[src/rtl/align_lock_ctrl_pkg.sv]
// Shared definitions for the src/tx alignment lock controller of the dehaze pipeline.
// Holds the FSM encoding and the fixed datapath widths.
package align_lock_ctrl_pkg;

    localparam int A_W         = 8;
    localparam int FRAME_CNT_W = 16;

    typedef enum logic [1:0] {
        IDLE  = 2'd0,
        ARMED = 2'd1,
        COUNT = 2'd2,
        CHECK = 2'd3
    } state_e;

endpackage

[src/rtl/align_lock_ctrl_if.sv]
// Stream-sync, configuration and status bundle between the alignment stage and the lock controller.
// Strobes are level-sampled at every clk edge; there is no backpressure, the controller always accepts.
interface align_lock_if #(
    parameter int CNT_W = 8
);
    import align_lock_ctrl_pkg::*;

    logic                   src_vsync;
    logic                   src_clken;
    logic                   tx_vsync;
    logic                   tx_clken;
    logic [A_W-1:0]         pre_A;
    logic                   clr_err;
    logic [A_W-1:0]         a_frame;
    logic                   locked;
    logic                   meas_valid;
    logic [CNT_W-1:0]       meas_delay;
    logic                   err_mismatch;
    logic                   err_timeout;
    logic [FRAME_CNT_W-1:0] frame_cnt;
    state_e                 dbg_state;
    logic                   dbg_tx_seen;

    modport master (
        output src_vsync, src_clken, tx_vsync, tx_clken, pre_A, clr_err,
        input  a_frame, locked, meas_valid, meas_delay, err_mismatch, err_timeout,
               frame_cnt, dbg_state, dbg_tx_seen
    );

    modport slave (
        input  src_vsync, src_clken, tx_vsync, tx_clken, pre_A, clr_err,
        output a_frame, locked, meas_valid, meas_delay, err_mismatch, err_timeout,
               frame_cnt, dbg_state, dbg_tx_seen
    );

endinterface

[src/rtl/align_lock_ctrl_sof_edge_det.sv]
// Registered rising-edge detector for a frame sync line; sof_o pulses for the first high cycle.
module sof_edge_det (
    input  logic clk,
    input  logic rst,
    input  logic sync_i,
    output logic sof_o
);

    logic sync_q;

    always_ff @(posedge clk) begin
        if (rst) sync_q <= 1'b0;
        else     sync_q <= sync_i;
    end

    assign sof_o = sync_i & ~sync_q;

endmodule

[src/rtl/align_lock_ctrl.sv]
// Measures the src-to-tx first-strobe offset once per frame, declares lock after LOCK_FRAMES
// consecutive matches, and holds a frame-stable copy of the atmospheric light A.
module align_lock_ctrl
    import align_lock_ctrl_pkg::*;
#(
    parameter int EXP_DELAY   = 6,
    parameter int LOCK_FRAMES = 2,
    parameter int CNT_W       = 8,
    parameter int MAX_WAIT    = 255
) (
    input  logic         clk,
    input  logic         rst,
    align_lock_if.slave  bus
);

    localparam int MATCH_W = $clog2(LOCK_FRAMES + 1);

    logic                   src_sof;
    logic                   tx_sof;
    state_e                 state_q;
    logic [CNT_W-1:0]       cnt_q;
    logic [CNT_W-1:0]       meas_delay_q;
    logic [MATCH_W-1:0]     match_cnt_q;
    logic [MATCH_W-1:0]     match_inc_d;
    logic                   lock_reached_d;
    logic                   locked_q;
    logic                   meas_valid_q;
    logic                   err_mismatch_q;
    logic                   err_timeout_q;
    logic                   tx_seen_q;
    logic [A_W-1:0]         a_frame_q;
    logic [FRAME_CNT_W-1:0] frame_cnt_q;

    sof_edge_det u_src_sof (.clk(clk), .rst(rst), .sync_i(bus.src_vsync), .sof_o(src_sof));
    sof_edge_det u_tx_sof  (.clk(clk), .rst(rst), .sync_i(bus.tx_vsync),  .sof_o(tx_sof));

    assign match_inc_d    = (match_cnt_q == MATCH_W'(LOCK_FRAMES)) ? match_cnt_q
                                                                   : match_cnt_q + MATCH_W'(1);
    assign lock_reached_d = (32'(match_cnt_q) + 32'd1) >= 32'(LOCK_FRAMES);

    // tx frame presence is only tracked for observation; it never steers the measurement.
    always_ff @(posedge clk) begin
        if (rst)           tx_seen_q <= 1'b0;
        else if (tx_sof)   tx_seen_q <= 1'b1;
        else if (src_sof)  tx_seen_q <= 1'b0;
    end

    always_ff @(posedge clk) begin
        if (rst) begin
            state_q        <= IDLE;
            cnt_q          <= '0;
            meas_delay_q   <= '0;
            match_cnt_q    <= '0;
            locked_q       <= 1'b0;
            meas_valid_q   <= 1'b0;
            err_mismatch_q <= 1'b0;
            err_timeout_q  <= 1'b0;
            a_frame_q      <= '0;
            frame_cnt_q    <= '0;
        end else begin
            meas_valid_q <= 1'b0;
            // Clear first so an error raised in the same cycle overrides it.
            if (bus.clr_err) begin
                err_mismatch_q <= 1'b0;
                err_timeout_q  <= 1'b0;
            end
            if (src_sof) begin
                a_frame_q   <= bus.pre_A;
                frame_cnt_q <= frame_cnt_q + FRAME_CNT_W'(1);
            end

            case (state_q)
                IDLE: begin
                    if (src_sof) state_q <= ARMED;
                end
                ARMED: begin
                    if (src_sof) begin
                        err_timeout_q <= 1'b1;
                        locked_q      <= 1'b0;
                        match_cnt_q   <= '0;
                    end else if (bus.src_clken && bus.tx_clken) begin
                        cnt_q        <= '0;
                        meas_delay_q <= '0;
                        meas_valid_q <= 1'b1;
                        state_q      <= CHECK;
                    end else if (bus.src_clken) begin
                        cnt_q   <= CNT_W'(1);
                        state_q <= COUNT;
                    end
                end
                COUNT: begin
                    if (src_sof) begin
                        err_timeout_q <= 1'b1;
                        locked_q      <= 1'b0;
                        match_cnt_q   <= '0;
                        state_q       <= ARMED;
                    end else if (bus.tx_clken) begin
                        meas_delay_q <= cnt_q;
                        meas_valid_q <= 1'b1;
                        state_q      <= CHECK;
                    end else if (cnt_q == CNT_W'(MAX_WAIT)) begin
                        err_timeout_q <= 1'b1;
                        locked_q      <= 1'b0;
                        match_cnt_q   <= '0;
                        state_q       <= IDLE;
                    end else begin
                        cnt_q <= cnt_q + CNT_W'(1);
                    end
                end
                CHECK: begin
                    if (cnt_q == CNT_W'(EXP_DELAY)) begin
                        match_cnt_q <= match_inc_d;
                        if (lock_reached_d) locked_q <= 1'b1;
                    end else begin
                        err_mismatch_q <= 1'b1;
                        locked_q       <= 1'b0;
                        match_cnt_q    <= '0;
                    end
                    state_q <= src_sof ? ARMED : IDLE;
                end
                default: state_q <= IDLE;
            endcase
        end
    end

    assign bus.a_frame      = a_frame_q;
    assign bus.locked       = locked_q;
    assign bus.meas_valid   = meas_valid_q;
    assign bus.meas_delay   = meas_delay_q;
    assign bus.err_mismatch = err_mismatch_q;
    assign bus.err_timeout  = err_timeout_q;
    assign bus.frame_cnt    = frame_cnt_q;
    assign bus.dbg_state    = state_q;
    assign bus.dbg_tx_seen  = tx_seen_q;

endmodule

[src/flat_wrapper.sv]
// flat-port wrapper written by rule: the top's interface ports become plain ports
module align_lock_ctrl_flat import align_lock_ctrl_pkg::*;
#(
    parameter int EXP_DELAY   = 6,
    parameter int LOCK_FRAMES = 2,
    parameter int CNT_W       = 8,
    parameter int MAX_WAIT    = 255
)
  (clk, rst, bus_src_vsync, bus_src_clken, bus_tx_vsync, bus_tx_clken, bus_pre_A, bus_clr_err, bus_a_frame, bus_locked, bus_meas_valid, bus_meas_delay, bus_err_mismatch, bus_err_timeout, bus_frame_cnt, bus_dbg_state, bus_dbg_tx_seen);
  align_lock_if #(.CNT_W(CNT_W)) bus_i ();
  input  logic clk;
  input  logic rst;
  input wire logic [$bits(bus_i.src_vsync)-1:0] bus_src_vsync;
  input wire logic [$bits(bus_i.src_clken)-1:0] bus_src_clken;
  input wire logic [$bits(bus_i.tx_vsync)-1:0] bus_tx_vsync;
  input wire logic [$bits(bus_i.tx_clken)-1:0] bus_tx_clken;
  input wire logic [$bits(bus_i.pre_A)-1:0] bus_pre_A;
  input wire logic [$bits(bus_i.clr_err)-1:0] bus_clr_err;
  output wire logic [$bits(bus_i.a_frame)-1:0] bus_a_frame;
  output wire logic [$bits(bus_i.locked)-1:0] bus_locked;
  output wire logic [$bits(bus_i.meas_valid)-1:0] bus_meas_valid;
  output wire logic [$bits(bus_i.meas_delay)-1:0] bus_meas_delay;
  output wire logic [$bits(bus_i.err_mismatch)-1:0] bus_err_mismatch;
  output wire logic [$bits(bus_i.err_timeout)-1:0] bus_err_timeout;
  output wire logic [$bits(bus_i.frame_cnt)-1:0] bus_frame_cnt;
  output wire logic [$bits(bus_i.dbg_state)-1:0] bus_dbg_state;
  output wire logic [$bits(bus_i.dbg_tx_seen)-1:0] bus_dbg_tx_seen;
  assign bus_i.src_vsync = bus_src_vsync;
  assign bus_i.src_clken = bus_src_clken;
  assign bus_i.tx_vsync = bus_tx_vsync;
  assign bus_i.tx_clken = bus_tx_clken;
  assign bus_i.pre_A = bus_pre_A;
  assign bus_i.clr_err = bus_clr_err;
  assign bus_a_frame = bus_i.a_frame;
  assign bus_locked = bus_i.locked;
  assign bus_meas_valid = bus_i.meas_valid;
  assign bus_meas_delay = bus_i.meas_delay;
  assign bus_err_mismatch = bus_i.err_mismatch;
  assign bus_err_timeout = bus_i.err_timeout;
  assign bus_frame_cnt = bus_i.frame_cnt;
  assign bus_dbg_state = bus_i.dbg_state;
  assign bus_dbg_tx_seen = bus_i.dbg_tx_seen;
  align_lock_ctrl #(.EXP_DELAY(EXP_DELAY), .LOCK_FRAMES(LOCK_FRAMES), .CNT_W(CNT_W), .MAX_WAIT(MAX_WAIT)) u_core (.clk(clk), .rst(rst), .bus(bus_i));
endmodule
[config.mk]
export PLATFORM = sky130hd
export DESIGN_NAME = align_lock_ctrl_flat
export DESIGN_NICKNAME = d
export VERILOG_FILES = /design/src/rtl/align_lock_ctrl_pkg.sv /design/src/rtl/align_lock_ctrl_if.sv /design/src/rtl/align_lock_ctrl_sof_edge_det.sv /design/src/rtl/align_lock_ctrl.sv /design/src/flat_wrapper.sv
export SDC_FILE = /design/constraint.sdc
export NUM_CORES = 1
export LEC_CHECK = 0
export ABC_AREA = 1
export CAP_MARGIN = 20
export CORE_MARGIN = 8
export CORE_UTILIZATION = 40
export CTS_CLUSTER_SIZE = 16
export DETAILED_ROUTE_END_ITERATION = 6
export PLACE_DENSITY = 0.7
export SLEW_MARGIN = 20
export SYNTH_ARGS = -nofsm -noshare
export SYNTH_HDL_FRONTEND = slang
export SYNTH_SLANG_ARGS = --single-unit
export TNS_END_PERCENT = 1
[constraint.sdc]
create_clock -name clk -period 1.5 [get_ports clk]
set_input_delay 0.15 -clock clk [delete_from_list [all_inputs] [get_ports clk]]
set_output_delay 0.15 -clock clk [all_outputs]
set_load 0.02 [all_outputs]
==> out/metrics.cfg, run 1 <==
[global_route]
grtUsageMet2=0.279
grt_max_degree=24
grt_usage=0.158
grt_pass1_wl_microns=11500
grt_antenna_before_repair=0
top_usage_layer=met2
overflow=0
first_global_vias=2614
use_met3=0.0593
use_met1=0.168

[outcome]
status=finished with violations
violations=negative setup slack

[floorplanning]
dieArea_sq_um=9160
initial_utilization=0.407
row_count=29
io_pins=54
die_x_microns=95.7
core_sq_um=6240
die-height_microns=95.7

[logic_synthesis]
synth-seq-area-share=0.402
synth-edff-count=0
synthCells=370
async_flop_share=0
synth_flop_cell=dfxtp_1
synth_fp_nets=395
synth_area_per_cell_sq_um=6.87
yosysWarnings=0
yosysUniqueCellTypes=28
synth-seq-cells=51
syn-cell-area_sq_um=2540

[routing]
final_antenna_net_count=0
avgViaCountPerCell=4.89
wire_per_inst_microns=13.1
drtIter0Drc=93
first_pass_iters=4
vias=2658
totalWireLength_microns=7120
drc=0

[power_and_ir_drop]
p_seq_frac=0.369
power_switching_w=0.00147
design_power_total_w=0.00418
pwr-share-comb=0.404
ir_worst_vdd_uv=671
leakage_nw=1.62
clockPowerShare=0.227
intPower_w=0.00271
p_per_area_nw_per_um2=1110
p_sw_frac=0.352

[clocking]
root_buffer=clkbuf_8
cts_sinks=51
clk_path_buf_depth=2
cts_tree=yes
clk_latency_ns=0.31
cts-buffers-inserted=5
ctsHoldBuffers=0
cts.clk_slew.worst_paths_ns=0.09
htree_levels=2

[sta]
rsz0062_at_grt=true
slew_viol_final=0
period_share=1.01
fin_crit_ns=1.51
setup-violations-final=2
setup_ws_ns=-0.00811
hold_viol=0
fin_skew_ns=0.00466
fmax_mhz=663
tightest_slew_ns=0.311
setup-tns-final_ns=-0.0124
slew-limit-headroom=0.792

[cells_and_area]
area_delta_synth_final_pct=47.7
drive_gt1_frac=0.212
nets=491
diodes=0

[run]
maxCapViolCount=0

[critical_path]
start_kind=flop
crit_arrival_ns=1.70
cp-end-kind=flop
critPathKind=flop to flop
worstRegToRegCells=11
cp.required_ns=1.69
cp_max_fo=6

[worst_hold_path]
hold_depth=3
hold_path_class=input pin to flop

[placed_design]
gp_congestion=0.879
port_buffers=53
dp.final_hpwl_microns=5240

-- layout make-up --
class	count	area (sq um)
Timing Repair Buffer	98	895
Fill cell	592	2490
Multi-Input combinational cell	272	1480
Sequential cell	51	1030
Clock buffer	7	76.3
Inverter	38	145
Tap cell	77	96.3
Clock inverter	1	30.0
-- layout by cell type (no fill, tap or decap), types with 5 or more instances in the layout --
cell	Yosys	final
nor2_2	4	5
nand4_1	6	6
nand3_1	26	22
dfxtp_1	51	48
nand2_1	86	79
clkbuf_8	0	5
nand2_2	2	8
inv_1	37	30
nor2_4	5	9
a21oi_1	25	23
nor2_1	70	65
inv_2	1	7
buf_4	3	42
clkdlybuf4s50_1	0	39
o21ai_0	22	21
dlygate4sd2_1	0	10
ha_1	10	8
-- registers in the layout, summed over array words and instances (netlist names) --
register	count
u_core.u_tx_sof.sync_q	1
u_core.bus.frame_cnt	16
u_core.cnt_q	8
u_core.bus.err_mismatch	1
u_core.bus.meas_delay	8
u_core.bus.meas_valid	1
u_core.bus.err_timeout	1
u_core.match_cnt_q	2
u_core.bus.dbg_tx_seen	1
u_core.bus.a_frame	8
u_core.u_src_sof.sync_q	1
u_core.bus.locked	1
u_core.bus.dbg_state	2
-- repair_timing --
item,in CTS,in global routing
endpoints found under the setup margin,24,30
gates resized for setup,26,29
buffers inserted,2,3
pin swaps,5,22
-- synth_stat cells, types with 3 or more instances --
library cell / n / share of area
nand2_1: 86 / 0.13
buf_4: 3 / 0.0089
nor2_2: 4 / 0.0098
nand3_1: 26 / 0.051
nand4_1: 6 / 0.015
nor3_1: 3 / 0.0059
ha_1: 10 / 0.049
dfxtp_1: 51 / 0.40
a21oi_1: 25 / 0.049
inv_1: 37 / 0.055
clkbuf_1: 5 / 0.0074
nor2_4: 5 / 0.022
nor2_1: 70 / 0.10
o21ai_0: 22 / 0.043
-- power groups by stage --
stage                     Sequential, W  Combinational, W  Clock, W
after detailed placement        0.00156           0.00146         0
after global placement          0.00155           0.00142         0
after floorplan                 0.00163          0.000762         0
final                           0.00154           0.00169  0.000948
after global routing            0.00156           0.00185   0.00101
after CTS                       0.00154           0.00158  0.000973
-- critical path, cell delays in order (launching register included) --
cell and delay [ns]:
dfxtp_4 0.39, inv_4 0.04, ha_4 0.16, inv_2 0.05, or2_1 0.12, nand2_2 0.08, nor2_4 0.14, nand2_2 0.08
nor2_4 0.16, nand2_1 0.07, nand2_1 0.06, nor2_1 0.04
-- metrics by stage --
stage	hold slack, ns	setup slack (ns)	area (sq um)	util	cells
floorplan	0.219	-0.00364	2560	-	370
global placement	0.448	-0.164	3460	0.555	531
detailed placement	0.452	-0.215	3460	0.555	531
CTS	0.382	-0.0120	3630	0.582	541
global route	0.398	-0.132	3750	0.601	544
finish	0.385	-0.00811	3750	0.601	544
-- worst paths after layout --
check	slack (ns)	startpoint	to
min	0.38	bus_tx_vsync	u_core.u_tx_sof.sync_q$_SDFF_PP0_
max	-0.008	u_core.bus.dbg_state[1]$_SDFFE_PP0P_	u_core.cnt_q[0]$_SDFFE_PP0P_
min reg2reg	0.47	u_core.bus.meas_delay[3]$_SDFFE_PP0P_	u_core.bus.meas_delay[3]$_SDFFE_PP0P_
max reg2reg	-0.008	u_core.bus.dbg_state[1]$_SDFFE_PP0P_	u_core.cnt_q[0]$_SDFFE_PP0P_
-- cells by family after synthesis --
logic type                 share of synthesized area
AOI/OAI and AO/OA                              0.114
xor gates and xnor gates                     0.00689
adders and majority gates                     0.0492
buffers and inverters                         0.0743
DFF                                            0.402
and+or+nand+nor                                0.354
-- per-layer routing --
metal | routed length (microns) | vias up | share of wire
met5 | 0 | - | 0
met4 | 154 | 0 | 0.022
met3 | 565 | 15 | 0.079
met2 | 3450 | 66 | 0.48
met1 | 2950 | 1207 | 0.41
li1 | - | 1370 | -
Power figures use the tool's default switching activity.
==> run 2: changes to the inputs <==
--- a/config.mk
+++ b/config.mk
@@ -11,7 +11,7 @@
 export CORE_UTILIZATION = 40
 export CTS_CLUSTER_SIZE = 16
 export DETAILED_ROUTE_END_ITERATION = 6
-export PLACE_DENSITY = 0.7
+export PLACE_DENSITY = 0.67
 export SLEW_MARGIN = 20
 export SYNTH_ARGS = -nofsm -noshare
 export SYNTH_HDL_FRONTEND = slang
==> constraint.sdc (replaced) <==
create_clock -name clk -period 1.7 [get_ports clk]
set_input_delay 0.17 -clock clk [delete_from_list [all_inputs] [get_ports clk]]
set_output_delay 0.17 -clock clk [all_outputs]
set_load 0.02 [all_outputs]
==> out/metrics.cfg, run 2 (same netlist as run 1, synthesis figures left out) <==
[outcome]
status=completed

[clocking]
cts.clk_slew.worst_paths_ns=0.09
clk_path_buf_depth=2
cts_tree=yes
cts_sinks=51
clk_latency_ns=0.31
ctsHoldBuffers=0
cts-buffers-inserted=5
htree_levels=2
root_buffer=clkbuf_8

[critical_path]
cp.required_ns=1.89
max_stage_delay_ns=0.37
critPathLaunch=u_core.bus.dbg_state[0]$_SDFFE_PP0P_
critPathKind=flop to flop
path_cells=inv_1 > ha_2 > buf_4 > nand2_2 > o21ai_4 > buf_4 > nor2_4 > nand2_1 > nand2_1 > nor2_1
reg2reg_from=u_core.bus.dbg_state[0]$_SDFFE_PP0P_
regToRegEndpoint=u_core.cnt_q[0]$_SDFFE_PP0P_
crit_slowest_cell=dfxtp_2
cp_max_fo=6
crit_arrival_ns=1.79
r2r_slack_ns=0.10
start_kind=flop
worstRegToRegCells=10
cp-end-kind=flop
endpoint=u_core.cnt_q[0]$_SDFFE_PP0P_

[power_and_ir_drop]
p_seq_frac=0.410
design_power_total_w=0.00331
clockPowerShare=0.210
p_sw_frac=0.367
leakage_nw=1.36
intPower_w=0.00209
power_switching_w=0.00121
ir_worst_vdd_uv=455
p_per_area_nw_per_um2=961
pwr-share-comb=0.380

[routing]
vias=2522
drtIter0Drc=88
wire_per_inst_microns=12.5
avgViaCountPerCell=4.83
final_antenna_net_count=0
first_pass_iters=4
drc=0
totalWireLength_microns=6540

[sta]
setup-violations-final=0
whs_ns=0.408
slew-limit-headroom=0.768
slew_viol_final=0
setup-tns-final_ns=0
fmax_mhz=627
hold_viol=0
fin_crit_ns=1.60
tightest_slew_ns=0.348
period_share=0.939
fin_skew_ns=0.00970

[cells_and_area]
area_delta_synth_final_pct=35.5
fin_cells=522
nFillCells=649
nets=469
final_cell_mix=nand2_1, nor2_1, clkdlybuf4s50_1
drive_gt1_frac=0.130
diodes=0
final_common_cell=nand2_1
largest_reg_flops=16

[worst_hold_path]
hold_path_class=input pin to flop

[placed_design]
port_buffers=53
dp.final_hpwl_microns=4800
gp_congestion=0.811
dpl.cell_count=510

[floorplanning]
die-height_microns=95.7
initial_utilization=0.407
die_x_microns=95.7
io_pins=54
row_count=29
core_sq_um=6240
dieArea_sq_um=9160

[run]
maxCapViolCount=0

[global_route]
first_global_vias=2380
grt_antenna_before_repair=0
grt_usage=0.144
grt_max_degree=26
grt_pass1_wl_microns=10600
overflow=0

[run 2: cell types whose count changed in the layout (fill, tap and decap cells not counted), sizes merged, moves of 4 or more]
cell	change
buf	-23
dlymetal6s2s	-4
dlygate4sd2	-10
clkdlybuf4s50	+14
[run 2: how the worst min path moves through the flow]
| stage | slack [ns] | from | end | cells after the start |
|---|---|---|---|---|
| 2_1_floorplan | 0.24 | rst | u_core.bus.err_timeout$_SDFF_PP0_ | 1 |
| 3_3_place_gp | 0.45 | u_core.bus.meas_delay[4]$_SDFFE_PP0P_ | u_core.bus.meas_delay[4]$_SDFFE_PP0P_ | 2 |
| 3_5_place_dp | 0.45 | u_core.bus.meas_delay[4]$_SDFFE_PP0P_ | u_core.bus.meas_delay[4]$_SDFFE_PP0P_ | 2 |
| 4_1_cts | 0.40 | bus_tx_vsync | u_core.u_tx_sof.sync_q$_SDFF_PP0_ | 3 |
| 5_1_grt | 0.43 | bus_src_vsync | u_core.u_src_sof.sync_q$_SDFF_PP0_ | 3 |
| 6_report | 0.41 | bus_tx_vsync | u_core.u_tx_sof.sync_q$_SDFF_PP0_ | 3 |
[run 2: power by group through the flow]
stage	clock (W)	combinational [W]	sequential, W
2_1_floorplan	0	0.000651	0.00143
3_3_place_gp	0	0.00107	0.00138
3_5_place_dp	0	0.00108	0.00138
4_1_cts	0.000718	0.00112	0.00135
5_1_grt	0.000762	0.00140	0.00137
6_report	0.000695	0.00126	0.00136
[run 2: layout make-up]
class,count,area (sq um),area share
multi-input combinational,273,1390,0.405
timing repair buffer,75,696,0.202
sequential,51,1030,0.299
inverter,38,143,0.0414
clock buffer,6,72.6,0.0211
tap,77,96.3,0.0280
clock inverter,2,12.5,0.00364
[run 2: what timing repair did]
action                                  in CTS  in global routing
gates resized for setup                      5                 14
gates cloned                                 0                  1
buffers inserted                             0                  3
endpoints found under the setup margin       7                 20
pin swaps                                    0                  5
[run 2: per-layer routing]
layer	share of wire	up-vias	GRT usage
li1	-	1325	-
met3	0.085	7	0.0562
met5	0	-	0
met1	0.45	1136	0.167
met4	0.012	0	0.0538
met2	0.45	54	0.234
[run 2: through the flow]
step                area [sq um]  worst slack [ns]   util
finish                      3440             0.104  0.552
global route                3440           -0.0225  0.552
CTS                         3370            0.0440  0.540
detailed placement          3270            -0.121  0.523
global placement            3270           -0.0852  0.523
floorplan                   2540           -0.0475      -
[run 2: critical path, delay by kind of cell, from the launching register on]
family | cells | cell delay [ns]
compound gates | 1 | 0.08
fa+ha+maj | 1 | 0.20
flops | 1 | 0.37
buf+inv | 3 | 0.41
simple gates | 5 | 0.42
==> run 3: changes to the inputs <==
--- a/config.mk
+++ b/config.mk
@@ -6,6 +6,7 @@
 export NUM_CORES = 1
 export LEC_CHECK = 0
 export ABC_AREA = 1
+export ABC_CLOCK_PERIOD_IN_PS = 1700
 export CAP_MARGIN = 20
 export CORE_MARGIN = 8
 export CORE_UTILIZATION = 40
==> results of run 3 <==
Final layout, timing and power as in run 2 (identical DEF).
